`src/rtl/tetris_move_scheduler.sv`:
```
// tetris_move_scheduler
// Sequences piece-motion commands (shift, rotate, gravity drop) into the grid engine over a
// single valid/ready channel. Player buttons are edge-detected; left/right auto-repeat through
// a DAS FSM per direction. A gravity timer, whose period shortens with level, raises DROP.
// Simultaneous requests are held in pending flags and issued one per cycle by fixed priority.
//
// Optional feature macro: TETRIS_HARD_DROP_EN adds btn_hard and the HARD_DROP (cmd=5) command.
//
// Ports:
//   clk, reset_n           clock, asynchronous active-low reset
//   enable                 grid is falling; scheduling allowed
//   game_over              grid reports game over; output squashed
//   btn_left/right/rotate  synchronized button levels
//   btn_down               soft-drop level (shortens gravity period)
//   btn_hard               hard-drop level (TETRIS_HARD_DROP_EN only)
//   row_cleared            one-cycle pulse per cleared row
//   cmd_ready/cmd_valid    command handshake
//   cmd                    0 NONE, 1 LEFT, 2 RIGHT, 3 ROTATE, 4 DROP, 5 HARD_DROP
//   level, lines           current level (0..15) and saturating cleared-line count
module tetris_move_scheduler #(
    parameter int unsigned GRAVITY_BASE     = 40_000_000,
    parameter int unsigned GRAVITY_STEP     = 3_000_000,
    parameter int unsigned GRAVITY_MIN      = 4_000_000,
    parameter int unsigned SOFT_DROP_PERIOD = 8_000_000,
    parameter int unsigned DAS_DELAY        = 8_000_000,
    parameter int unsigned DAS_REPEAT       = 2_000_000,
    parameter int unsigned LINES_PER_LEVEL  = 10
) (
    input  logic       clk,
    input  logic       reset_n,
    input  logic       enable,
    input  logic       game_over,
    input  logic       btn_left,
    input  logic       btn_right,
    input  logic       btn_rotate,
    input  logic       btn_down,
    input  logic       row_cleared,
    input  logic       cmd_ready,
`ifdef TETRIS_HARD_DROP_EN
    input  logic       btn_hard,
`endif
    output logic       cmd_valid,
    output logic [2:0] cmd,
    output logic [3:0] level,
    output logic [7:0] lines
);

    localparam int unsigned CW = 26;

    typedef enum logic [2:0] {
        CmdNone   = 3'd0,
        CmdLeft   = 3'd1,
        CmdRight  = 3'd2,
        CmdRotate = 3'd3,
        CmdDrop   = 3'd4,
        CmdHard   = 3'd5
    } cmd_e;

    typedef enum logic [1:0] {
        DasIdle,
        DasDelay,
        DasRepeat
    } das_e;

    // Scheduling is live only while falling and not over.
    logic active;
    assign active = enable & ~game_over;

    // ---------------------------------------------------------------- output / pending state
    logic    cmd_valid_q, cmd_valid_d;
    cmd_e    cmd_q, cmd_d;
    logic    pend_left_q, pend_left_d;
    logic    pend_right_q, pend_right_d;
    logic    pend_rot_q, pend_rot_d;
    logic    pend_drop_q, pend_drop_d;
    logic    pend_hard_q, pend_hard_d;
    logic    rot_prev_q;
    logic    hard_prev_q;
    logic    hard_level;

`ifdef TETRIS_HARD_DROP_EN
    assign hard_level = btn_hard;
`else
    assign hard_level = 1'b0;
`endif

    // ---------------------------------------------------------------- DAS state (0 left, 1 right)
    das_e            das_q     [2];
    das_e            das_d     [2];
    logic [CW-1:0]   das_cnt_q [2];
    logic [CW-1:0]   das_cnt_d [2];
    logic [1:0]      shift_evt;
    logic [1:0]      das_btn;
    logic            shift_ok;

    assign das_btn  = {btn_right, btn_left};
    // Opposing shifts cancel each other entirely.
    assign shift_ok = active & ~(btn_left & btn_right);

    always_comb begin
        for (int i = 0; i < 2; i++) begin
            das_d[i]     = das_q[i];
            das_cnt_d[i] = das_cnt_q[i];
            shift_evt[i] = 1'b0;
            if (!shift_ok || !das_btn[i]) begin
                das_d[i]     = DasIdle;
                das_cnt_d[i] = '0;
            end else begin
                unique case (das_q[i])
                    DasIdle: begin
                        shift_evt[i] = 1'b1;
                        das_d[i]     = DasDelay;
                        das_cnt_d[i] = '0;
                    end
                    DasDelay: begin
                        if (das_cnt_q[i] == CW'(DAS_DELAY - 1)) begin
                            shift_evt[i] = 1'b1;
                            das_d[i]     = DasRepeat;
                            das_cnt_d[i] = '0;
                        end else begin
                            das_cnt_d[i] = das_cnt_q[i] + 1'b1;
                        end
                    end
                    DasRepeat: begin
                        if (das_cnt_q[i] == CW'(DAS_REPEAT - 1)) begin
                            shift_evt[i] = 1'b1;
                            das_cnt_d[i] = '0;
                        end else begin
                            das_cnt_d[i] = das_cnt_q[i] + 1'b1;
                        end
                    end
                    default: begin
                        das_d[i]     = DasIdle;
                        das_cnt_d[i] = '0;
                    end
                endcase
            end
        end
    end

    // ---------------------------------------------------------------- edge events
    logic rot_evt;
    logic hard_evt;
    assign rot_evt  = active & btn_rotate & ~rot_prev_q;
    assign hard_evt = active & hard_level & ~hard_prev_q;

    // ---------------------------------------------------------------- level / lines
    logic [3:0] level_q;
    logic [7:0] lines_q;
    logic [7:0] sub_q;

    // ---------------------------------------------------------------- gravity period
    logic [CW-1:0] reduction;
    logic [CW-1:0] period_normal;
    logic [CW-1:0] period;

    always_comb begin
        reduction = CW'(level_q) * CW'(GRAVITY_STEP);
        // Guard the subtraction so a large level cannot wrap below the floor.
        if (reduction >= CW'(GRAVITY_BASE) ||
            (CW'(GRAVITY_BASE) - reduction) < CW'(GRAVITY_MIN)) begin
            period_normal = CW'(GRAVITY_MIN);
        end else begin
            period_normal = CW'(GRAVITY_BASE) - reduction;
        end
        if (btn_down && CW'(SOFT_DROP_PERIOD) < period_normal) begin
            period = CW'(SOFT_DROP_PERIOD);
        end else begin
            period = period_normal;
        end
    end

    // ---------------------------------------------------------------- arbitration
    cmd_e grant_cmd;
    logic can_grant;

    assign can_grant = active & (~cmd_valid_q | cmd_ready);

    always_comb begin
        grant_cmd = CmdNone;
        if (can_grant) begin
            if (pend_hard_q) begin
                grant_cmd = CmdHard;
            end else if (pend_drop_q) begin
                grant_cmd = CmdDrop;
            end else if (pend_rot_q) begin
                grant_cmd = CmdRotate;
            end else if (pend_left_q) begin
                grant_cmd = CmdLeft;
            end else if (pend_right_q) begin
                grant_cmd = CmdRight;
            end
        end
    end

    // ---------------------------------------------------------------- gravity counter
    logic [CW-1:0] grav_q, grav_d;
    logic          drop_evt;

    always_comb begin
        grav_d   = grav_q;
        drop_evt = 1'b0;
        // A granted hard drop restarts the fall timer from zero.
        if (!active || grant_cmd == CmdHard) begin
            grav_d = '0;
        end else if (grav_q >= period - 1'b1) begin
            // ">=" also catches a period that shrank below the running count.
            drop_evt = 1'b1;
            grav_d   = '0;
        end else begin
            grav_d = grav_q + 1'b1;
        end
    end

    // ---------------------------------------------------------------- pending flags and output
    always_comb begin
        pend_left_d  = 1'b0;
        pend_right_d = 1'b0;
        pend_rot_d   = 1'b0;
        pend_drop_d  = 1'b0;
        pend_hard_d  = 1'b0;
        if (active) begin
            pend_left_d  = (pend_left_q  & (grant_cmd != CmdLeft))   | shift_evt[0];
            pend_right_d = (pend_right_q & (grant_cmd != CmdRight))  | shift_evt[1];
            pend_rot_d   = (pend_rot_q   & (grant_cmd != CmdRotate)) | rot_evt;
            pend_drop_d  = (pend_drop_q  & (grant_cmd != CmdDrop))   | drop_evt;
            pend_hard_d  = (pend_hard_q  & (grant_cmd != CmdHard))   | hard_evt;
            // A hard drop supersedes any queued gravity step.
            if (grant_cmd == CmdHard) begin
                pend_drop_d = 1'b0;
            end
        end

        cmd_valid_d = cmd_valid_q;
        cmd_d       = cmd_q;
        if (game_over) begin
            cmd_valid_d = 1'b0;
            cmd_d       = CmdNone;
        end else if (grant_cmd != CmdNone) begin
            cmd_valid_d = 1'b1;
            cmd_d       = grant_cmd;
        end else if (cmd_valid_q && cmd_ready) begin
            cmd_valid_d = 1'b0;
            cmd_d       = CmdNone;
        end
    end

    // ---------------------------------------------------------------- state registers
    always_ff @(posedge clk or negedge reset_n) begin
        if (!reset_n) begin
            cmd_valid_q  <= 1'b0;
            cmd_q        <= CmdNone;
            pend_left_q  <= 1'b0;
            pend_right_q <= 1'b0;
            pend_rot_q   <= 1'b0;
            pend_drop_q  <= 1'b0;
            pend_hard_q  <= 1'b0;
            rot_prev_q   <= 1'b0;
            hard_prev_q  <= 1'b0;
            grav_q       <= '0;
            for (int i = 0; i < 2; i++) begin
                das_q[i]     <= DasIdle;
                das_cnt_q[i] <= '0;
            end
        end else begin
            cmd_valid_q  <= cmd_valid_d;
            cmd_q        <= cmd_d;
            pend_left_q  <= pend_left_d;
            pend_right_q <= pend_right_d;
            pend_rot_q   <= pend_rot_d;
            pend_drop_q  <= pend_drop_d;
            pend_hard_q  <= pend_hard_d;
            rot_prev_q   <= btn_rotate;
            hard_prev_q  <= hard_level;
            grav_q       <= grav_d;
            for (int i = 0; i < 2; i++) begin
                das_q[i]     <= das_d[i];
                das_cnt_q[i] <= das_cnt_d[i];
            end
        end
    end

    // Line and level accounting runs regardless of enable/game_over.
    always_ff @(posedge clk or negedge reset_n) begin
        if (!reset_n) begin
            lines_q <= '0;
            level_q <= '0;
            sub_q   <= '0;
        end else if (row_cleared) begin
            if (lines_q != 8'hFF) begin
                lines_q <= lines_q + 1'b1;
            end
            if (sub_q == 8'(LINES_PER_LEVEL - 1)) begin
                sub_q <= '0;
                if (level_q != 4'hF) begin
                    level_q <= level_q + 1'b1;
                end
            end else begin
                sub_q <= sub_q + 1'b1;
            end
        end
    end

    assign cmd_valid = cmd_valid_q;
    assign cmd       = cmd_q;
    assign level     = level_q;
    assign lines     = lines_q;

endmodule

```
`config.mk`:
```
export PLATFORM = sky130hd
export DESIGN_NAME = tetris_move_scheduler
export DESIGN_NICKNAME = d
export VERILOG_FILES = /design/src/rtl/tetris_move_scheduler.sv
export SDC_FILE = /design/constraint.sdc
export NUM_CORES = 1
export LEC_CHECK = 0
export ABC_CLOCK_PERIOD_IN_PS = 17500
export BUFFER_PORTS_ARGS = -buffer_cell sky130_fd_sc_hd__buf_2
export CAP_MARGIN = 10
export CORE_UTILIZATION = 55
export DETAILED_ROUTE_END_ITERATION = 8
export PLACE_DENSITY = 0.72
export SLEW_MARGIN = 25
export SYNTH_ARGS = -nofsm -noshare
export SYNTH_HDL_FRONTEND = slang
export SYNTH_SLANG_ARGS = --single-unit
```
`constraint.sdc`:
```
create_clock -name clk -period 17.5 [get_ports clk]
set_clock_uncertainty 0.15 [all_clocks]
set_input_delay 3.5 -clock clk [delete_from_list [all_inputs] [get_ports clk]]
set_output_delay 3.5 -clock clk [all_outputs]
set_load 0.05 [all_outputs]
```
==> impl_metrics.py, run 1 <==
metrics = {
    "pwr": {
        "powerDensity_nw_per_um2": 145,
        "power_leakage_nw": 4.00,
        "peakVddDrop_mv": 0.0982,
    },
    "synth": {
        "synth_top_cell_by_area": "dfrtp_1",
        "yosys_warnings": 0,
        "synthArstFlopShare": 1.00,
        "synthMostInstantiatedCell": "nor2_1",
        "netlist_instances": 940,
        "synth.distinct_cells": 88,
        "yosys-top-cells-area": "dfrtp_1, ha_1, xor2_1",
        "synth_seq_cells": 112,
        "yosysTopAreaCellShare": 0.332,
        "ys_seq_area_frac": 0.332,
        "syn-cell-area_sq_um": 8450,
        "syn-num-nets": 1019,
        "synth_edf_count": 0,
        "synth_common_cells": "nor2_1, dfrtp_1, nand2_1",
        "syn_area_per_cell_sq_um": 8.98,
        "ys.flop_type": "dfrtp_1",
    },
    "timing": {
        "finalSetupViolCount": 0,
        "slew_violations": 0,
        "max-slew-margin-rel": 0.430,
        "finalCritPeriodShare": 0.519,
        "period_minus_slack_ns": 9.09,
        "finalHoldViolCount": 0,
        "tightest_slew_ns": 0.853,
        "rsz0062_at_grt": "no",
        "fmax_mhz": 110,
        "totalNegativeSetupSlack_ns": 0,
    },
    "detailed_routing": {
        "ant_nets": 0,
        "wl_per_cell_um": 15.1,
        "drt-initial-drc-count": 321,
        "dr.pass1.iters": 4,
        "drcViolationCount": 0,
        "routed_wl_mm": 17.3,
        "viasPerCell": 5.83,
        "dr_total_vias": 6663,
    },
    "worst_setup_path": {
        "critical_path_buf_inv_count": 2,
        "cpMaxStageDelayCell": "dfrtp_1",
        "reg2reg_to": "grav_q[21]",
        "startpoint_type": "flip-flop",
        "critPathArrivalTime_ns": 9.21,
        "cp.required_ns": 17.62,
        "path_max_fanout": 25,
        "rrSetupSlack_ns": 8.41,
        "r2r_start": "level[2]",
        "slowest_delay_ns": 0.59,
        "cp-end-kind": "flip-flop",
        "critical_path_class": "flip-flop to flip-flop",
        "path_delay_family": "compound AO/OA/AOI/OAI gates",
        "rr_worst_depth": 33,
        "crit_cells": 33,
    },
    "min_path": {
        "hold-path-cell-count": 1,
        "hp-class": "flip-flop to flip-flop",
        "min_to": "sub_q[7]",
        "holdCritStartpoint": "sub_q[7]",
    },
    "floorplan": {
        "initial_utilization": 0.572,
        "die_x_um": 126,
        "rows": 44,
        "die_h_um": 126,
        "dieArea_sq_um": 15900,
        "core_area_sq_um": 14800,
        "io_pins": 26,
    },
    "clock_network": {
        "postCtsSetupBuffers": 0,
        "cts_num_sinks": 112,
        "post_cts_resized": 0,
        "root_buffer": "clkbuf_16",
        "cts_hold_buf": 0,
        "cts_buffers": 9,
        "clock_latency_ns": 0.36,
        "clkTransAtPathRegs_ns": 0.08,
        "htree_levels": 3,
        "cts_tree": "yes",
        "clockBufferDepth": 2,
    },
    "grt": {
        "grt_max_degree": 61,
        "grt_pass1_wl_mm": 30.3,
        "grt_pass1_vias": 6499,
        "track_usage": 0.232,
        "grt_overflow": 0,
        "antenna_found_initial": 0,
    },
    "layout": {
        "area_delta_synth_final_pct": 6.62,
        "fin_util": 0.610,
        "nets": 1033,
        "drive_gt1_frac": 0.0865,
        "nFillCells": 1266,
        "antenna_cells": 0,
    },
    "flow_run": {
        "cap_violations": 0,
    },
    "placement": {
        "portBuffers": 25,
        "dp_hpwl_mm": 12.9,
        "gp_congestion": 0.924,
    },
    "outcome": {
        "status": "completed",
    },
}
-- worst max-delay path by stage --
stage,endpoint,start,slack (ns)
3_5_place_dp,grav_q[21],level[2],8.49
5_1_grt,grav_q[21],level[2],7.82
3_3_place_gp,grav_q[23],level[2],8.80
4_1_cts,grav_q[21],level[2],8.46
6_report,grav_q[21],level[2],8.41
2_1_floorplan,grav_q[10],level[2],9.39
-- layout make-up --
class                           instances  area (sq um)  area share
Clock buffer                            9           225      0.0250
Clock inverter                          7          72.6     0.00806
Inverter                               28           105      0.0117
Multi-Input combinational cell        777          5430       0.603
Sequential cell                       112          2800       0.311
Tap cell                              184           230      0.0256
Timing Repair Buffer                   26           135      0.0150
-- registers in the layout (all words and copies together) (netlist names) --
register      cells
level             4
pend_drop_q       1
cmd_valid         1
pend_left_q       1
pend_right_q      1
lines             8
rot_prev_q        1
das_q             4
das_cnt_q        52
grav_q           26
pend_rot_q        1
pend_hard_q       1
sub_q             8
cmd               3
-- worst reg2reg max path: cells and delay by family, from the launching register on --
kind / cells / cell delay, ns
adder cells (fa/ha/maj): 5 / 1.70
flip-flops: 1 / 0.59
AND/OR/NAND/NOR: 10 / 2.49
AO/OA/AOI/OAI: 15 / 3.69
buffers and inverters: 2 / 0.21
XOR/XNOR: 1 / 0.21
-- routing by layer --
metal,track usage,vias up,part of all wire
li1,-,3369,-
met4,0.0900,0,0.019
met5,0,-,0
met1,0.324,3178,0.51
met3,0.0268,27,0.026
met2,0.369,89,0.45
-- layout by cell type, fill, tap and decap left out, types with 5 or more instances in the layout --
cell	synthesis	final
and3_1	24	24
a211o_1	5	5
clkbuf_16	0	9
xor2_1	61	61
a21o_1	19	19
ha_1	65	65
nand4b_1	5	5
a21oi_1	38	38
or3_1	9	9
nor3_1	16	16
xnor2_1	60	60
nand2b_1	13	13
o21a_1	5	5
nand2_1	74	74
nor2b_1	8	8
nand4_1	22	22
o21ai_0	23	23
nand3_1	52	52
nor2_1	136	136
buf_2	5	24
and4_1	5	5
o31ai_1	5	5
nor4_1	8	8
dfrtp_1	112	112
mux2i_1	6	6
inv_1	28	28
and2_1	9	9
o211ai_1	6	6
-- metrics by stage --
step                      instance area (sq um)  worst slack, ns  hold slack, ns  std cells  power [mW]
final                                      9000             8.41           0.327       1143        1.31
after global routing                       9000             7.82           0.346       1143        1.41
after CTS                                  9000             8.46           0.334       1143        1.31
after detailed placement                   8710             8.49           0.316       1127        1.09
after global placement                     8710             8.80           0.317       1127        1.09
after floorplan                            8450             9.39           0.296        940       0.944
-- kinds of logic (layout without fill, tap and decap cells) --
kind of cell               after synthesis  in the layout  synth area share
AOI/OAI and AO/OA                      159            159             0.145
xor gates and xnor gates               125            125             0.133
adders and majority gates               69             69             0.106
buffers and inverters                   51             70            0.0247
DFF                                    112            112             0.332
muxes                                    9              9            0.0111
and+or+nand+nor                        415            415             0.249
-- where the power goes --
part	internal [mW]	switching [mW]
combinational	0.289	0.511
sequential	0.276	0.0268
clock	0.111	0.0953
total	0.676	0.633
No activity file was read; power rests on OpenSTA's default activity.
==> inputs of run 2 (changes only) <==
--- a/config.mk
+++ b/config.mk
@@ -5,12 +5,12 @@
 export SDC_FILE = /design/constraint.sdc
 export NUM_CORES = 1
 export LEC_CHECK = 0
-export ABC_CLOCK_PERIOD_IN_PS = 17500
+export ABC_CLOCK_PERIOD_IN_PS = 7300
 export BUFFER_PORTS_ARGS = -buffer_cell sky130_fd_sc_hd__buf_2
 export CAP_MARGIN = 10
 export CORE_UTILIZATION = 55
 export DETAILED_ROUTE_END_ITERATION = 8
-export PLACE_DENSITY = 0.72
+export PLACE_DENSITY = 0.75
 export SLEW_MARGIN = 25
 export SYNTH_ARGS = -nofsm -noshare
 export SYNTH_HDL_FRONTEND = slang
==> constraint.sdc (replaced) <==
create_clock -name clk -period 7.3 [get_ports clk]
set_clock_uncertainty 0.15 [all_clocks]
set_input_delay 1.46 -clock clk [delete_from_list [all_inputs] [get_ports clk]]
set_output_delay 1.46 -clock clk [all_outputs]
set_load 0.05 [all_outputs]
==> impl_metrics.py, run 2 (same netlist as run 1, synthesis figures left out) <==
metrics = {
    "layout": {
        "nFillCells": 1187,
        "fin_util": 0.674,
        "final_cell_mix": "nor2_1, dfrtp_1, nand2_1",
        "final_common_cell": "nor2_1",
        "largest_reg_flops": 52,
        "area_delta_synth_final_pct": 17.7,
        "drive_gt1_frac": 0.213,
        "final_area_sq_um": 9940,
        "regMostFlops": "das_cnt_q",
        "multiInputGateArea_sq_um": 5830,
        "seq_area_sq_um": 2810,
        "fin_cells": 1208,
        "top_regs": "das_cnt_q (52), grav_q (26)",
        "antenna_cells": 0,
        "nets": 1098,
    },
    "worst_setup_path": {
        "reg2reg_to": "grav_q[16]",
        "cpMaxStageDelayCell": "fa_2",
        "critPathArrivalTime_ns": 7.34,
        "startpoint_type": "flip-flop",
        "r2r_start": "level[3]",
        "critical_path_class": "flip-flop to flip-flop",
        "rr_worst_depth": 33,
        "cp-end-kind": "flip-flop",
        "rrSetupSlack_ns": 0.1,
        "slowest_delay_ns": 0.56,
        "cp.required_ns": 7.43,
        "path_max_fanout": 9,
    },
    "flow_run": {
        "cap_violations": 0,
    },
    "placement": {
        "placed_cell_area_sq_um": 9200,
        "portBuffers": 25,
        "dp_hpwl_mm": 13.7,
        "pre_cts_ws_ns": -0.0948,
        "dpl.cell_count": 1173,
        "gp_congestion": 0.869,
    },
    "grt": {
        "grt_max_degree": 80,
        "grt_pass1_vias": 6725,
        "track_usage": 0.238,
        "grt_pass1_wl_mm": 31.3,
        "grt_overflow": 0,
        "antenna_found_initial": 0,
    },
    "timing": {
        "finalHoldViolCount": 0,
        "max-slew-margin-rel": 0.476,
        "tightest_slew_ns": 0.786,
        "fmax_mhz": 139,
        "totalNegativeSetupSlack_ns": 0,
        "finalSetupViolCount": 0,
        "slew_violations": 0,
        "rsz0062_at_grt": "yes",
        "layout_setup_ws_ns": 0.0951,
        "period_minus_slack_ns": 7.20,
        "finalCritPeriodShare": 0.987,
        "whs_ns": 0.331,
    },
    "detailed_routing": {
        "wl_per_cell_um": 15.6,
        "dr_total_vias": 7035,
        "top_layer_used": "met4",
        "drt-initial-drc-count": 396,
        "ant_nets": 0,
        "dr.pass1.iters": 5,
        "drcViolationCount": 0,
        "dr_wl_met2_mm": 8.87,
        "routed_wl_mm": 18.8,
        "drt-met1-wl_mm": 9.03,
        "viasPerCell": 5.82,
        "wl_met3_um": 642,
    },
    "clock_network": {
        "cts_num_sinks": 112,
        "cts_buffers": 9,
        "clock_latency_ns": 0.35,
        "cts_hold_buf": 0,
        "root_buffer": "clkbuf_16",
        "clockBufferDepth": 2,
        "cts_tree": "yes",
        "htree_levels": 3,
        "clkTransAtPathRegs_ns": 0.08,
    },
    "pwr": {
        "peakVddDrop_mv": 0.224,
        "finalPower_mw": 3.73,
        "power_leakage_nw": 4.36,
        "powerDensity_nw_per_um2": 375,
    },
    "min_path": {
        "hold-path-cell-count": 1,
        "holdCritStartpoint": "das_cnt_q[26]",
        "hp-class": "flip-flop to flip-flop",
        "min_to": "das_cnt_q[26]",
    },
    "floorplan": {
        "dieArea_sq_um": 15900,
        "die_h_um": 126,
        "io_pins": 26,
        "die_x_um": 126,
        "core_area_sq_um": 14800,
        "rows": 44,
        "initial_utilization": 0.572,
    },
    "outcome": {
        "status": "completed",
    },
}
run 2: cell count changes in the layout (fill, tap and decap cells not counted), sizes merged:
cell      change
bufinv        -1
buf          +64
clkinvlp      -1
clkbuf        +2
inv           +4
clkinv        -3
run 2: area by class of cell:
cell class / instances / area share
Clock buffer: 10 / 0.0240
Clock inverter: 6 / 0.00478
Inverter: 28 / 0.0108
Multi-Input combinational cell: 777 / 0.587
Sequential cell: 112 / 0.283
Tap cell: 184 / 0.0232
Timing Repair Buffer: 91 / 0.0677
run 2: routing by layer:
layer  vias up  GRT usage
met1      3380      0.335
met5         -          0
met3        24     0.0289
met4         0     0.0624
met2       132      0.391
li1       3499          -
run 2: repair_timing:
item | CTS | global route
gates cloned | 0 | 1
endpoints found under the setup margin | 26 | 27
pin swaps | 11 | 24
resized for setup | 10 | 58
setup buffers | 7 | 11
run 2: report_power, final:
group	internal [mW]	switching (mW)	total, mW
sequential	0.662	0.0549	0.717
combinational	1.08	1.45	2.53
clock	0.246	0.236	0.481
run 2: worst max-delay path by stage:
stage / cells after the start / slack [ns] / start / to
final: 33 / 0.1 / level[3] / grav_q[16]
after global routing: 36 / -0.24 / level[2] / grav_q[25]
after CTS: 35 / 0.002 / level[2] / grav_q[6]
after detailed placement: 35 / -0.09 / level[2] / grav_q[6]
after global placement: 32 / 0.06 / level[2] / grav_q[9]
after floorplan: 35 / 0.002 / level[3] / grav_q[10]
run 2: worst max-delay path, delay by kind of cell, from the launching register on:
family / cells / cell delay, ns
simple gates: 13 / 2.45
flops: 1 / 0.55
buf+inv: 2 / 0.36
compound gates: 13 / 2.13
fa+ha+maj: 5 / 1.49
